File: config.mk
export PLATFORM = sky130hd
export DESIGN_NAME = bcd7_display_ctrl
export DESIGN_NICKNAME = d
export VERILOG_FILES = /design/src/rtl/bcd7_display_ctrl.sv
export SDC_FILE = /design/constraint.sdc
export NUM_CORES = 1
export LEC_CHECK = 0
export CORE_MARGIN = 2
export CORE_UTILIZATION = 55
export CTS_CLUSTER_SIZE = 24
export DETAILED_ROUTE_END_ITERATION = 10
export DONT_BUFFER_PORTS = 1
export PLACE_DENSITY_LB_ADDON = 0.12
export RECOVER_POWER = 50
export SYNTH_ARGS = -nofsm -noshare
export SYNTH_HDL_FRONTEND = slang
export SYNTH_SLANG_ARGS = --single-unit
File: constraint.sdc
create_clock -name clk -period 2.5 [get_ports clk]
set_input_delay 0.5 -clock clk [delete_from_list [all_inputs] [get_ports clk]]
set_output_delay 0.5 -clock clk [all_outputs]
set_load 0.005 [all_outputs]
File: src/rtl/bcd7_display_ctrl.sv
`default_nettype none
// ============================================================================
// Module   : bcd7_display_ctrl
// Purpose  : Memory-mapped 4-digit seven-segment display controller. The
//            CPU writes VALUE/CTRL/RAW registers; the block time-multiplexes
//            four hex digits onto a single anode/segment bus.
// Ports    : clk      - system clock, rising edge
//            reset    - asynchronous active-high reset
//            wr_en    - bus write strobe (single cycle)
//            addr     - bus byte address (word decode on addr[31:2])
//            wr_data  - bus write data
//            rd_en    - bus read strobe
//            rd_data  - combinational read data, 0 when not selected
//            BCD7     - [11:8] one-hot digit enable, [7] DP, [6:0] seg g..a
// Options  : define BCD7_LEADING_ZERO_BLANK_EN to blank leading zero digits
//            (digit0 is never blanked).
// Revision : 1.0 - initial release
// ============================================================================
module bcd7_display_ctrl #(
    parameter logic [31:0] BASE_ADDR = 32'h4000_0010,
    parameter int unsigned SCAN_DIV  = 100000,
    parameter int unsigned CNT_W     = 17
) (
    input  logic        clk,
    input  logic        reset,
    input  logic        wr_en,
    input  logic [31:0] addr,
    input  logic [31:0] wr_data,
    input  logic        rd_en,
    output logic [31:0] rd_data,
    output logic [11:0] BCD7
);

    localparam logic [29:0]      C_VALUE_WORD = BASE_ADDR[31:2];
    localparam logic [29:0]      C_CTRL_WORD  = BASE_ADDR[31:2] + 30'd1;
    localparam logic [29:0]      C_RAW_WORD   = BASE_ADDR[31:2] + 30'd2;
    localparam logic [CNT_W-1:0] C_CNT_LAST   = CNT_W'(SCAN_DIV - 1);
    localparam logic [CNT_W-1:0] C_CNT_ONE    = CNT_W'(1);

    logic [15:0]      value_q, value_d;
    logic [5:0]       ctrl_q, ctrl_d;        // [0] EN, [1] RAW, [5:2] DP mask
    logic [11:0]      raw_q, raw_d;
    logic [CNT_W-1:0] scan_cnt_q, scan_cnt_d;
    logic [1:0]       digit_idx_q, digit_idx_d;
    logic [11:0]      bcd7_q, bcd7_d;

    logic       w_sel_value;
    logic       w_sel_ctrl;
    logic       w_sel_raw;
    logic       w_scan_run;
    logic [3:0] w_nibble;
    logic [6:0] w_seg;
    logic [3:0] w_anode;
    logic [3:0] w_dp_mask;
    logic       w_dp;
    logic       w_unused_bits;

    // Byte lanes and upper data bits have no storage behind them.
    assign w_unused_bits = ^{addr[1:0], wr_data[31:16]};

    assign w_sel_value = (addr[31:2] == C_VALUE_WORD);
    assign w_sel_ctrl  = (addr[31:2] == C_CTRL_WORD);
    assign w_sel_raw   = (addr[31:2] == C_RAW_WORD);

    // Segment patterns, g..a, active-high.
    function automatic logic [6:0] seg_decode(input logic [3:0] nib);
        logic [6:0] seg;
        case (nib)
            4'h0: seg = 7'h3F;
            4'h1: seg = 7'h06;
            4'h2: seg = 7'h5B;
            4'h3: seg = 7'h4F;
            4'h4: seg = 7'h66;
            4'h5: seg = 7'h6D;
            4'h6: seg = 7'h7D;
            4'h7: seg = 7'h07;
            4'h8: seg = 7'h7F;
            4'h9: seg = 7'h6F;
            4'hA: seg = 7'h77;
            4'hB: seg = 7'h7C;
            4'hC: seg = 7'h39;
            4'hD: seg = 7'h5E;
            4'hE: seg = 7'h79;
            default: seg = 7'h71;
        endcase
        return seg;
    endfunction

    // Register file writes.
    always_comb begin
        value_d = value_q;
        ctrl_d  = ctrl_q;
        raw_d   = raw_q;
        if (wr_en) begin
            if (w_sel_value) value_d = wr_data[15:0];
            if (w_sel_ctrl)  ctrl_d  = wr_data[5:0];
            if (w_sel_raw)   raw_d   = wr_data[11:0];
        end
    end

    // Reads return the pre-write contents when a write hits the same cycle.
    always_comb begin
        rd_data = 32'h0;
        if (rd_en) begin
            if (w_sel_value)     rd_data = {16'h0, value_q};
            else if (w_sel_ctrl) rd_data = {26'h0, ctrl_q};
            else if (w_sel_raw)  rd_data = {20'h0, raw_q};
        end
    end

    // Scan runs only in normal display mode; otherwise it is parked at
    // digit0 so re-enabling always starts from the least significant digit.
    assign w_scan_run = ctrl_q[0] & ~ctrl_q[1];

    always_comb begin
        scan_cnt_d  = '0;
        digit_idx_d = 2'd0;
        if (w_scan_run) begin
            if (scan_cnt_q == C_CNT_LAST) begin
                scan_cnt_d  = '0;
                digit_idx_d = digit_idx_q + 2'd1;
            end else begin
                scan_cnt_d  = scan_cnt_q + C_CNT_ONE;
                digit_idx_d = digit_idx_q;
            end
        end
    end

    always_comb begin
        case (digit_idx_q)
            2'd0:    w_nibble = value_q[3:0];
            2'd1:    w_nibble = value_q[7:4];
            2'd2:    w_nibble = value_q[11:8];
            default: w_nibble = value_q[15:12];
        endcase
    end

`ifdef BCD7_LEADING_ZERO_BLANK_EN
    logic w_blank;

    // A digit is blank when it and every more significant nibble are zero.
    always_comb begin
        case (digit_idx_q)
            2'd1:    w_blank = (value_q[15:4] == 12'h000);
            2'd2:    w_blank = (value_q[15:8] == 8'h00);
            2'd3:    w_blank = (value_q[15:12] == 4'h0);
            default: w_blank = 1'b0;
        endcase
    end

    assign w_seg = w_blank ? 7'h00 : seg_decode(w_nibble);
`else
    assign w_seg = seg_decode(w_nibble);
`endif

    assign w_anode   = 4'b0001 << digit_idx_q;
    assign w_dp_mask = ctrl_q[5:2];
    assign w_dp      = w_dp_mask[digit_idx_q];

    // RAW mode takes priority over the enable bit.
    always_comb begin
        if (ctrl_q[1]) begin
            bcd7_d = raw_q;
        end else if (!ctrl_q[0]) begin
            bcd7_d = 12'h000;
        end else begin
            bcd7_d = {w_anode, w_dp, w_seg};
        end
    end

    always_ff @(posedge clk or posedge reset) begin
        if (reset) begin
            value_q     <= 16'h0;
            ctrl_q      <= 6'h01;
            raw_q       <= 12'h0;
            scan_cnt_q  <= '0;
            digit_idx_q <= 2'd0;
            bcd7_q      <= 12'h0;
        end else begin
            value_q     <= value_d;
            ctrl_q      <= ctrl_d;
            raw_q       <= raw_d;
            scan_cnt_q  <= scan_cnt_d;
            digit_idx_q <= digit_idx_d;
            bcd7_q      <= bcd7_d;
        end
    end

    assign BCD7 = bcd7_q;

endmodule
`default_nettype wire

==> results.txt, run 1 <==
- Worst relative slew slack: between 30 and 40%
* Final worst path period share: 99.68%
- After synthesis, flip-flops and latches occupy 46.38% of the total area.
- In this run the count of I/O pins placed on the die edge is 112.
- Worst-margin pin slew: approximately 1.0 ns
- Buffers from clock root to sink, at most: 2
* Total cell area at the placement stage: 3669 um2
- In this run the core area contains 29 standard-cell rows.
* Maximum net fanout on the critical path: 5
* DRT iter0 DRCs: 139
* CTS buffer count: 9
- Global routing used 22.95% of the available tracks.
- The area growth from synthesis to layout is 12.94%.
- The via count of the first global-routing pass came to 2,493.
- For this block, the via count after detailed routing is 2,503.
- Clock-pin slew of the registers on the worst-case setup and hold paths: 0.07 ns
- # clock sinks: 65
* Clock period minus worst slack: 2.492 ns
- Cell count after synthesis: 331
- Terminus of the critical flop-to-flop path: BCD7[0]
- The tool flagged a number of max-cap violations equal to 0.
- The most critical setup path has its endpoint at rd_data[2].
- Setup repair after global routing missed its margin: true
- In this run, post-CTS hold repair placed 0 buffers.
- Max Transition Viols Final: 0
- The library cell used most frequently in the layout, excluding fill and tap cells, is sky130_fd_sc_hd__dfrtp_1.
- Nature of the critical path startpoint: primary input
- Fraction of synthesis flops using an asynchronous set or reset pin: between 90% and 100%
- Yosys printed 0 warnings.
* Total Neg Setup Slack: 0 ns
* Via-to-Cell Ratio: 5.781
- Worst-Skew Late Latency: 0.34 ns
* Diode insertion count for antenna repair: 0
- Level count of the clock H-tree: 3
- For this run, design rule violations remaining after detail routing come to 0.
* Critical-path cell list: nor4b_4, nand4_1, or4_4, buf_6, nor2_1, a2111oi_2, buf_4
- Total count of hold-check failures in the final report: 0
* Highest-delay cell along the critical path: sky130_fd_sc_hd__or4_4
* Commonest non-fill, non-tap cells in the layout: 64 x sky130_fd_sc_hd__dfrtp_1, 45 x sky130_fd_sc_hd__nor2_1, 36 x sky130_fd_sc_hd__mux2_2
* Die Y: 83.88 um
* Run status: finished, final reports clean
- Launch point of the worst reg-to-reg path: digit_idx_q[0]
- Setup Crit Path Kind: in2out
* Layout Cells excl Fill: about 430
- Area of the core: 6277 um2
* Overall overflow remaining after global route: 0
- TritonCTS built the clock tree.
* Fraction of layout cells with a size suffix above 1: 25.84%
- Measured along the x axis, the die boundary spans approximately 84 um.
* Commonest register cell after synthesis: sky130_fd_sc_hd__dfrtp_1
- Pin count of the biggest net entering global routing: 40
- Dividing total power by cell area gives a power density of 509.1 nW/um2.
- GPL Wtd Cong: between 0.8 and 0.9
- Buffer type at the clock tree root: sky130_fd_sc_hd__clkbuf_8
* Initial antenna violation count: 0
- Setup violation total in the final timing report: 0
- Share of the core filled with cells in the final layout: 63.15%
- STA puts the critical path data arrival time at 1.99 ns.
- Req. time, crit path: 2.00 ns
- Measured in cells, the most critical reg-to-reg path has a length of 8.
* Endpoint kind of the worst setup timing path: primary output
- LEAKAGE: 1.771 nW
* Number of enable flip-flop cells after synthesis: 0
- Yosys mapped the design onto 44 distinct sky130hd cell types.
- Counting flops and latches in the post-synthesis netlist gives 65.
- Tot Pwr: 2.018 mW
* Beginning of the critical path: addr[5]
* Total routed wirelength: around 7700 um
- Inst Count DP: 415
- The path class of the tightest hold or removal check is in2async.
- After legalization and detailed placement, the total HPWL measured 5653 um.
* Average size of a mapped cell: 10.60 um2
- Slowest cell delay on critical path: between 0.5 and 0.6 ns
- Filler cells: 528
- With fillers left out, the area of the finished cells amounts to between 3000 and 4000 um2.
- The die covers a little over 7000 um2.
* First-pass GRT wire length: 12,460 um
* Count of input and output buffers: 0
- Minimum setup slack among reg-to-reg paths: 0.11 ns
* Initial Util: between 50% and 60%
* Maximum VDD drop: 0.3191 mV
- The cell area that synthesis handed to floorplanning was 3510 um2.
* Clock tree skew after final layout: 0.01292 ns
- In the final routed layout, each cell accounts on average for 17.89 um.
- For this run, the detailed router's first-pass iteration total came to 6.
- At the end of the flow, the number of nets in the layout was 429.
* Antenna viol nets, final: 0
- Achievable clock frequency: around 400 MHz
==> routing by layer <==
layer	up-vias	GRT usage [%]	part of all wire, %
li1	1179	-	-
met1	1217	30.98	44
met2	98	36.44	49
met3	9	5.440	6.1
met4	0	7.918	1.3
met5	-	0	0
==> synthesized netlist by cell type, types with 3 or more instances <==
cell type	n	area share [%]
sky130_fd_sc_hd__nor4_1	5	0.89
sky130_fd_sc_hd__a2111oi_0	6	1.5
sky130_fd_sc_hd__a22o_1	7	1.7
sky130_fd_sc_hd__mux2_2	36	12
sky130_fd_sc_hd__nor2_1	47	5.0
sky130_fd_sc_hd__a21oi_1	3	0.43
sky130_fd_sc_hd__o21ai_0	4	0.57
sky130_fd_sc_hd__xor2_1	9	2.2
sky130_fd_sc_hd__buf_4	16	3.4
sky130_fd_sc_hd__dfrtp_1	64	46
sky130_fd_sc_hd__nand2_1	23	2.5
sky130_fd_sc_hd__inv_1	14	1.5
sky130_fd_sc_hd__nor3_1	3	0.43
sky130_fd_sc_hd__and3_1	5	0.89
sky130_fd_sc_hd__nand3_1	8	1.1
sky130_fd_sc_hd__clkbuf_1	8	0.86
sky130_fd_sc_hd__mux2i_1	13	3.7
sky130_fd_sc_hd__buf_2	4	0.57
sky130_fd_sc_hd__a222oi_1	4	1.1
sky130_fd_sc_hd__nand4_1	5	0.89
sky130_fd_sc_hd__or3_1	4	0.71
sky130_fd_sc_hd__xnor2_1	7	1.7
sky130_fd_sc_hd__ha_1	10	3.6
==> flip-flops by register name, indices dropped and copies added, names as in the netlist <==
signal,count
raw_q,12
scan_cnt_q,17
ctrl_q,6
value_q,16
digit_idx_q,2
BCD7,12
==> logic make-up after synthesis <==
kind of cell,synth area share (%)
simple gates,15.86
xor+xnor,3.993
mux,15.90
other cells,0.1068
flops,46.38
compound gates,7.095
buf+inv,7.095
fa+ha+maj,3.565
==> per-stage QoR <==
step                      hold slack, ns  setup WS [ns]
final                             0.2850       0.007926
after CTS                         0.1184        0.03613
after global placement            0.4718       -0.03753
after global routing              0.2945       -0.04493
after floorplan                   0.4430         0.2587
after detailed placement          0.4837       -0.06038
==> how the worst min path moves through the flow <==
stage	from	endpoint	slack [ns]	cells past startpoint
floorplan	scan_cnt_q[0]	scan_cnt_q[0]	0.44	1
detailed placement	scan_cnt_q[0]	scan_cnt_q[0]	0.48	1
finish	reset	raw_q[8]	0.29	1
CTS	reset	value_q[8]	0.12	1
global route	wr_data[5]	value_q[5]	0.29	1
global placement	scan_cnt_q[0]	scan_cnt_q[0]	0.47	1
==> repair_timing <==
action / in CTS / in global routing
gates resized for setup: 4 / 19
setup endpoints to repair: 6 / 14
setup buffers: 0 / 2
pin swaps: 1 / 5
==> report_power, final <==
part	total (mW)	leakage, nW	internal [mW]	switching [mW]
Combinational	0.0391	0.760	0.00817	0.0310
Sequential	1.05	0.905	1.05	0.0000000184
Clock	0.927	0.107	0.542	0.386
Total	2.02	1.77	1.60	0.417
==> worst max-delay path: cells and delay by family <==
family                 cells  cell delay (ns)
AND/OR/NAND/NOR            4             1.14
buffers and inverters      2             0.29
AO/OA/AOI/OAI              1             0.05
==> final cells by class <==
cell class	count	area (um2)	area share, %
clock buffer	14	172.7	4.356
clock inverter	2	35.03	0.8838
inverter	14	52.55	1.326
multi-input combinational	237	1780	44.92
sequential	65	1628	41.07
tap	77	96.34	2.431
timing repair buffer	24	198.9	5.019
Power figures use the tool's default switching activity.
==> inputs of run 2 (changes only) <==
Settings changed: CORE_UTILIZATION 55 to 25.
==> results.txt, run 2 (synthesis results as in run 1) <==
* Largest Register: scan_cnt_q
- Antenna viol nets, final: 0
* I/O pin count: approximately 110
- Initial antenna violation count: 0
- Pin count of the biggest net entering global routing: 42
- Via-to-Cell Ratio: about 4.7
- Measured in cells, the most critical reg-to-reg path has a length of 9.
- In this run the critical register-to-register path is launched from digit_idx_q[0].
- At the worst endpoint, the arrival time is 1.89 ns.
* Total routed wirelength: between 9000 and 10,000 um
- GRT Resource Usage Total: 13.19%
* Diode insertion count for antenna repair: 0
- Endpoint kind of the worst setup timing path: primary output
- In this run, the number of DRC markers left after iteration 0 of detailed routing was about 130.
- The die covers 15,000 um2.
- Number of max-capacitance violations reported: 0
- Final hold analysis gives a worst-case slack of ~0.27 ns.
* Maximum net fanout on the critical path: 6
- Layout Cells excl Fill: between 500 and 600
- At the end of routability-driven placement, the weighted congestion stood at 0.7276.
- Dividing the detail-routed wire length by the instance count gives around 18 um.
- Setup repair after global routing missed its margin: true
- The total overflow left after global routing is 0.
- Horiz. Die Dim: 122.5 um
- Nature of the critical path startpoint: primary input
- CTS built an H-tree with a depth of 3.
- Clock skew on the completed layout was measured at 0.006640 ns.
* DR vias: 2,502
- Layout net count: 428
- The largest registers in the layout are scan_cnt_q x17, value_q x16.
* First-pass GRT wire length: 14,390 um
- The worst register-to-register path has a setup slack of 0.13 ns.
* Number of global-route vias before repair: approximately 2.7k
- Tightest Hold Check Type: in2async
- Setup violations remaining at the end of the flow were counted as 0.
* Most common library cell in the layout ignoring fill and taps: sky130_fd_sc_hd__dfrtp_1
* Initial Util: around 25%
- Iteration count of the initial detailed-routing pass: 6
- Min setup slack post-route: around 0.11 ns
* TritonCTS clock tree: yes
- Highest-delay cell along the critical path: sky130_fd_sc_hd__or4_4
- The library cells used most frequently in the layout, excluding fill and tap cells, are 64 x sky130_fd_sc_hd__dfrtp_1, 44 x sky130_fd_sc_hd__nor2_1, 36 x sky130_fd_sc_hd__mux2_2.
- Run status: finished, final reports clean
* CTS buffer count: 9
- The placed instances occupy a cell area of 3785 um2.
- After detailed routing, the number of remaining DRC violations is 0.
- Summed over all cells, the static leakage comes to 1.799 nW.
- Clock period minus worst slack: 2.387 ns
* Req. time, crit path: 2.00 ns
- The number of failing hold endpoints at the final stage came to 0.
- Clock-pin slew was measured on the worst setup and hold paths at 0.06 ns.
- Achievable clock frequency: between 400 and 500 MHz
* Area of the core: between 10,000 and 15,000 um2
- Dividing total power by cell area gives a power density of 547.5 nW/um2.
- Critical-path cell list: nor4b_2, nand4_1, or4_4, nor2_4, a2111oi_4, buf_4
* Place WS: -0.2523 ns
- The initialized floorplan defines 43 standard-cell rows.
- Including well taps, the total number of placed cells is 518.
- # clock sinks: 65
- Buffer type at the clock tree root: sky130_fd_sc_hd__clkbuf_16
- On the worst path, the slowest cell contributes a delay of 0.61 ns.
* Worst-Skew Late Latency: 0.34 ns
- Once detailed placement completed, the half-perimeter wirelength came to about 6900 um.
- Headroom to the max-slew limit came out at 28.48%.
- From synthesis to final layout, the design area changed by 19.75%.
- The finished cells cover roughly 4200 um2.
- In this run the vertical extent of the chip is 122.5 um.
- Final worst path period share: 95.49%
* Fraction of layout cells with a size suffix above 1: 26.20%
* Max Transition Viols Final: 0
* Count of input and output buffers: 0
- The endpoint identified for the worst register-to-register timing path is BCD7[3].
* Buffers from clock root to sink, at most: 2
* Maximum VDD drop: about 0.29 mV
* Tot Pwr: between 2 and 2.5 mW
- The critical path is of the in2out type.
* Max FFs per register: 17
- At the pin with the least slew margin, the transition time is 1.073 ns.
-- run 2: cell count changes in the layout (fill, tap and decap cells not counted), moves of 2 or more --
cell,before,now
sky130_fd_sc_hd__clkbuf_8,12,3
sky130_fd_sc_hd__nor2_4,1,3
sky130_fd_sc_hd__a2111oi_4,0,2
sky130_fd_sc_hd__clkbuf_16,0,9
sky130_fd_sc_hd__a2111oi_0,2,0
sky130_fd_sc_hd__buf_4,18,21
-- run 2: metal layers --
metal	vias to the layer above	GRT usage, %	share of wire [%]
li1	1173	-	-
met3	9	4.833	6.2
met5	-	0	0
met1	1241	16.34	44
met2	79	21.25	48
met4	0	4.310	1.6
-- run 2: worst max path at each step --
| stage | from | endpoint |
|---|---|---|
| 6_report | addr[5] | rd_data[0] |
| 5_1_grt | digit_idx_q[1] | BCD7[0] |
| 4_1_cts | addr[24] | rd_data[4] |
| 3_5_place_dp | addr[14] | rd_data[0] |
| 3_3_place_gp | addr[13] | rd_data[0] |
| 2_1_floorplan | addr[5] | value_q[0] |
-- run 2: worst max-delay path: cells and delay by family --
family	cells	cell delay (ns)
compound gates	1	0.05
buf+inv	1	0.14
simple gates	4	1.20
-- run 2: per-stage QoR --
stage / TNS, ns / utilization, %
6_report: 0 / 30.51
5_1_grt: -0.03603 / 30.51
4_1_cts: -0.01479 / 30.18
2_1_floorplan: 0 / -
3_3_place_gp: -0.5602 / 27.48
3_5_place_dp: -0.6380 / 27.48
-- run 2: repair_timing --
action                                  4_1_cts  5_1_grt
setup buffers                                 0        4
hold buffers                                  0        0
endpoints found under the setup margin        6       10
resized for setup                            23        8
pin swaps                                     4        8
-- run 2: power breakdown --
group          internal [mW]  switching [mW]  total, mW
Clock                  0.754           0.451       1.21
Sequential              1.05    0.0000000208       1.05
Combinational        0.00925          0.0332     0.0424
Total                   1.82           0.484       2.30
-- run 2: layout make-up --
type / count / area (um2)
Clock buffer: 16 / 281.5
Fill cell: 1456 / 9570
Inverter: 14 / 52.55
Multi-Input combinational cell: 237 / 1833
Sequential cell: 65 / 1628
Tap cell: 180 / 225.2
Timing Repair Buffer: 23 / 182.7
